**config.mk**
```make
export PLATFORM = sky130hd
export DESIGN_NAME = instr_prefetch_unit
export DESIGN_NICKNAME = d
export VERILOG_FILES = /design/src/rtl/instr_prefetch_unit.sv
export SDC_FILE = /design/constraint.sdc
export NUM_CORES = 1
export LEC_CHECK = 0
export BUFFER_PORTS_ARGS = -buffer_cell sky130_fd_sc_hd__buf_2
export CAP_MARGIN = 15
export CORE_AREA = 10 10 204 206
export CTS_BUF_LIST = sky130_fd_sc_hd__clkbuf_8 sky130_fd_sc_hd__clkbuf_16
export DETAILED_ROUTE_END_ITERATION = 6
export DIE_AREA = 0 0 214 216
export SLEW_MARGIN = 40
export SYNTH_ARGS = -nofsm -noshare
export SYNTH_HDL_FRONTEND = slang
export SYNTH_SLANG_ARGS = --single-unit
```
**constraint.sdc**
```tcl
create_clock -name clk -period 3.6 [get_ports clk]
set_input_delay 0.18 -clock clk [delete_from_list [all_inputs] [get_ports clk]]
set_output_delay 0.18 -clock clk [all_outputs]
set_load 0.1 [all_outputs]
```
**src/rtl/instr_prefetch_unit.sv**
```systemverilog
// Prefetching instruction fetch stage.
// Owns the fetch PC, issues sequential reads to a 1-cycle-latency synchronous
// instruction memory and buffers the returned words in a DEPTH-entry FIFO that
// presents {pc, instr} to decode. A redirect flushes the FIFO, squashes the
// in-flight read and restarts fetch at the aligned redirect PC.
//
// Handshake: the head is offered when instr_valid=1; it is consumed in any
// cycle where instr_valid && instr_ready are both high at the rising clock
// edge. While instr_valid=1 and instr_ready=0 the head (instr, instr_pc) is
// held stable. The memory side has no backpressure: every mem_req is answered
// by mem_rdata in the following cycle.
module instr_prefetch_unit #(
    parameter int                ADDR_W   = 32,
    parameter int                DATA_W   = 32,
    parameter int                DEPTH    = 4,
    parameter logic [ADDR_W-1:0] RESET_PC = '0,
    parameter int                PC_STEP  = 4
) (
    input  logic                    clk,
    input  logic                    rst,
    output logic                    mem_req,
    output logic [ADDR_W-1:0]       mem_addr,
    input  logic [DATA_W-1:0]       mem_rdata,
    input  logic                    redirect_valid,
    input  logic [ADDR_W-1:0]       redirect_pc,
    output logic                    instr_valid,
    input  logic                    instr_ready,
    output logic [DATA_W-1:0]       instr,
    output logic [ADDR_W-1:0]       instr_pc,
    output logic [$clog2(DEPTH):0]  fifo_count
);

    localparam int PW = $clog2(DEPTH);
    localparam int CW = PW + 1;

    // Clears the low log2(PC_STEP) bits of a redirect target.
    localparam logic [ADDR_W-1:0] ALIGN_MASK = ~(ADDR_W'(PC_STEP - 1));
    localparam logic [ADDR_W-1:0] STEP       = ADDR_W'(PC_STEP);

    // Fetch state
    logic [ADDR_W-1:0] fetch_pc;
    logic [ADDR_W-1:0] tag_pc;
    logic              inflight;

    // FIFO state
    logic [ADDR_W-1:0] fifo_pc    [DEPTH];
    logic [DATA_W-1:0] fifo_instr [DEPTH];
    logic [PW-1:0]     rd_ptr;
    logic [PW-1:0]     wr_ptr;
    logic [CW-1:0]     count;

    // Control
    logic              push;
    logic              pop;
    logic              issue;
    logic              head_present;
    logic [CW:0]       occupancy;
    logic [CW:0]       limit;

    assign head_present = (count != '0);

    // A redirect hides the head so decode never consumes a stale entry.
    assign instr_valid = head_present && !redirect_valid;
    assign pop         = instr_valid && instr_ready;

    // Returned data is dropped in the redirect cycle (squashed read).
    assign push = inflight && !redirect_valid;

    // Entries already held plus the one still in flight must leave room for
    // the new read; a pop in this cycle frees one slot early.
    assign occupancy = {1'b0, count} + {{CW{1'b0}}, inflight};
    assign limit     = (CW+1)'(DEPTH) + {{CW{1'b0}}, pop};

    assign issue    = !rst && !redirect_valid && (occupancy < limit);
    assign mem_req  = issue;
    assign mem_addr = fetch_pc;

    // Head outputs read as zero while the FIFO is empty (including in reset).
    assign instr      = head_present ? fifo_instr[rd_ptr] : '0;
    assign instr_pc   = head_present ? fifo_pc[rd_ptr]    : '0;
    assign fifo_count = count;

    // Fetch PC sequencing, in-flight flag and tag of the outstanding read.
    always_ff @(posedge clk or posedge rst) begin
        if (rst) begin
            fetch_pc <= RESET_PC;
            tag_pc   <= '0;
            inflight <= 1'b0;
        end else if (redirect_valid) begin
            fetch_pc <= redirect_pc & ALIGN_MASK;
            inflight <= 1'b0;
        end else if (issue) begin
            fetch_pc <= fetch_pc + STEP;
            tag_pc   <= fetch_pc;
            inflight <= 1'b1;
        end else begin
            inflight <= 1'b0;
        end
    end

    // FIFO pointers and occupancy; a redirect empties the queue.
    always_ff @(posedge clk or posedge rst) begin
        if (rst) begin
            rd_ptr <= '0;
            wr_ptr <= '0;
            count  <= '0;
        end else if (redirect_valid) begin
            rd_ptr <= '0;
            wr_ptr <= '0;
            count  <= '0;
        end else begin
            if (push) begin
                wr_ptr <= wr_ptr + PW'(1);
            end
            if (pop) begin
                rd_ptr <= rd_ptr + PW'(1);
            end
            case ({push, pop})
                2'b10:   count <= count + CW'(1);
                2'b01:   count <= count - CW'(1);
                default: count <= count;
            endcase
        end
    end

    // FIFO storage: capture {tag_pc, mem_rdata} for the returning read.
    always_ff @(posedge clk) begin
        if (push) begin
            fifo_pc[wr_ptr]    <= tag_pc;
            fifo_instr[wr_ptr] <= mem_rdata;
        end
    end

    // Credit accounting must never let a return land on a full FIFO.
    a_no_overflow: assert property (@(posedge clk) disable iff (rst)
        !(push && !pop && (count == CW'(DEPTH))));

    // A pop can only happen with an entry present.
    a_no_underflow: assert property (@(posedge clk) disable iff (rst)
        !(pop && !head_present));

endmodule

```
==> results.md <==
- Result of the run: complete, no violations
- Async SR Flop Fraction: 21.5%
- Filler Cell Count: 3,368
- Top cells by area, synth: edfxtp_1 58%, dfrtp_1 13%, mux4_2 11%
- Hold WC Path Type: primary input to flip-flop
- Sequential element share of the synthesized area: 70.8%
- Max Slew Vio Count: 0
- Met1 Use GR: 17.2%
- Hold buffers post-CTS: 63
- Worst VDD drop: 383 uV
- DIE HEIGHT: 216 um
- Normalized max-slew margin: 47.8%
- Crit path kind: flip-flop to output pin
- WP data required: 3.42 ns
- Starting density of the core: around a third
- First-pass GRT wire length: 47,800 um
- CP Launch Type: flip-flop
- Setup Skew: 0.0287 ns
- Grt total ovfl: 0
- Delay-heaviest family, CP: buffers and inverters
- Routed WL: between 30,000 and 40,000 um
- WP buf/inv: 3
- Core area: 37,400 sq um
- Minimum clock period after layout: 3.22 ns
- Root buf cell: clkbuf_16
- Leakage: 5.97 nW
- Number of port buffers: 162
- Clock buffer count from CTS: 36
- Most instantiated cells after synthesis: 248 x edfxtp_1, 110 x nand2_1, 68 x dfrtp_1
- Clock transition at the registers of the reported paths: about 0.060 ns
- CP peak stage delay: 0.57 ns
- ANT cells: 0
- Maxcap violations: 0
- Maximum clock frequency: 311 MHz
- Die W: roughly 210 um
- Vias after detailed routing: 7,453
- # rows: 71
- Fin. Hold Viols: 0
- Most common cell in the netlist: edfxtp_1
- Top cell type by total area after synthesis: edfxtp_1
- H-tree Lvls: 2
- Worst EP arrival: 3.04 ns
- GRT Total Usage: 13.1%
- Post-synth top area share: 57.6%
- Instance count of the mapped netlist: 778
- Layout cell share with drive strength beyond 1: between 20 and 30%
- IO Pins: 169
- Final setup TNS: 0 ns
- Nets: 1,095
- Cell mode on critical path: ha_1
- GPL Wtd Cong: roughly 0.83
- Worst hold slack: 0.0957 ns
- # DRC: 0
- Initial antenna violation count: 0
- Slowest stage cell, crit path: dfrtp_1
- Grt peak-use layer: met2
- Dpl hpwl: 19,500 um
- Crit path cell chain: ha_1 > ha_1 > xor2_1 > o31ai_4 > buf_4 > nand2_2 > inv_1 > buf_2
- Largest buffer count on any clock path: 3
- Sink Count: 316
- Drt wl/cell: 19.4 um
- Setup crit end kind: output pin
- Number of synthesized flops with an enable pin: 248
- #FFs+latches synth: approximately 320
- P&R area growth vs syn: 24.8%
- Post-Syn Area: approximately 13,000 sq um
- CTS tree: built
- Unrepaired setup endpoints after global routing: false
- DRT Pass-1 Iters: 4
- Pwr Density: a little under 700 nW/um^2
- Final period util: 89.3%
- DRT iter0 DRCs: 418
- DRT antenna net count: 0
- Syn avg cell area: 16.6 sq um
- Synthesis Warnings: 0
- Cts repair resizes: 0
- Setup Fix Bufs, Post-CTS: 0
- Die area: ~46,000 sq um
- GR met3 Demand/Resource: between 3 and 4%
- Worst-skew pair later-pin latency: 0.52 ns
- Worst-margin pin slew: 0.775 ns
- Via/cell ratio: 4.79
- Synth cell types: 50
- Largest net degree at the start of global routing: 46
- Met2 capacity usage during global routing: 21.2%
- Final setup fails: 0
- Critical path fanouts, max: 21
- Top_reg_cell synth: edfxtp_1
- Vias in the first global route: 8,029
## routing by layer
layer | wire length [um] | vias up
li1 | - | 3440
met5 | 0 | -
met4 | 495 | 0
met1 | 13600 | 3780
met3 | 1770 | 41
met2 | 14400 | 192
## per-stage QoR
stage               cell area [sq um]  utilization, %  setup WS (ns)  instances  total power, W
global route                    16100            43.1          0.140       1555          0.0115
detailed placement              14400            38.5          0.882       1429         0.00776
CTS                             16100            43.1          0.331       1555          0.0112
finish                          16100            43.1          0.385       1555          0.0111
global placement                14400            38.5          0.907       1429         0.00773
floorplan                       12900               -          0.358        781         0.00709
## power breakdown
group | leakage (nW) | total (W) | internal, W | switching [W]
Combinational | 2.31 | 0.00320 | 0.000717 | 0.00248
Sequential | 3.08 | 0.00448 | 0.00422 | 0.000263
Clock | 0.584 | 0.00339 | 0.00200 | 0.00139
## kinds of logic (layout without fill, tap and decap cells)
kind of cell | after synthesis | in the layout | synth area share, %
XOR/XNOR | 23 | 23 | 1.56
multiplexers | 72 | 72 | 11.6
other | 1 | 4 | 0.0290
adder cells (fa/ha/maj) | 8 | 8 | 0.833
AND/OR/NAND/NOR | 264 | 264 | 10.6
flip-flops | 316 | 316 | 70.8
AO/OA/AOI/OAI | 44 | 44 | 2.60
buffers and inverters | 50 | 313 | 1.97
## area by class of cell
class	instances	area (sq um)	area share (%)
sequential	316	9160	56.8
timing repair buffer	240	1640	10.2
multi-input combinational	415	3550	22.0
inverter	10	40.0	0.248
clock inverter	25	176	1.09
clock buffer	38	928	5.76
tap	511	639	3.96
## layout by cell type, fill, tap and decap left out, types with 5 or more instances in the layout
cell	count
buf_2	162
nand4_1	13
buf_4	8
mux2i_1	5
nor3_1	6
xor2_1	16
edfxtp_1	248
o21ai_0	19
nand3_1	14
mux2_2	5
or4_1	5
nor2_1	15
buf_12	7
dlygate4sd3_1	63
ha_1	7
a31oi_1	5
clkbuf_16	36
nor2b_1	63
nand2_1	110
inv_1	19
and4_1	6
xnor2_1	7
dfrtp_1	66
mux4_2	62
and3_1	6
## registers in the layout, summed over array words and instances (netlist names)
| signal | flops |
|---|---|
| fifo_count | 3 |
| inflight | 1 |
| fifo_instr | 128 |
| fifo_pc | 120 |
| wr_ptr | 2 |
| rd_ptr | 2 |
| mem_addr | 30 |
| tag_pc | 30 |
## path summary, 6_finish.rpt
kind                       slack, ns  cells past startpoint        start        endpoint
setup / recovery                0.38                      8     inflight         mem_req
hold / removal                   0.1                      4  instr_ready   fifo_count[0]
min in group asynchronous       0.21                      3          rst   fifo_count[2]
max in group asynchronous       2.68                      4          rst       rd_ptr[0]
hold reg to reg                 0.51                      0   tag_pc[14]  fifo_pc[0][14]
setup reg to reg                0.87                      7     inflight    mem_addr[31]
## worst register-to-register path, stage by stage, from the launching register on
cell and delay [ns]:
dfrtp_1 0.51, ha_1 0.29, ha_1 0.36, o31ai_4 0.25, buf_4 0.23, nand2_2 0.30
or4_1 0.61, o211ai_1 0.10
Note: power is estimated with default switching activity, not from simulation.
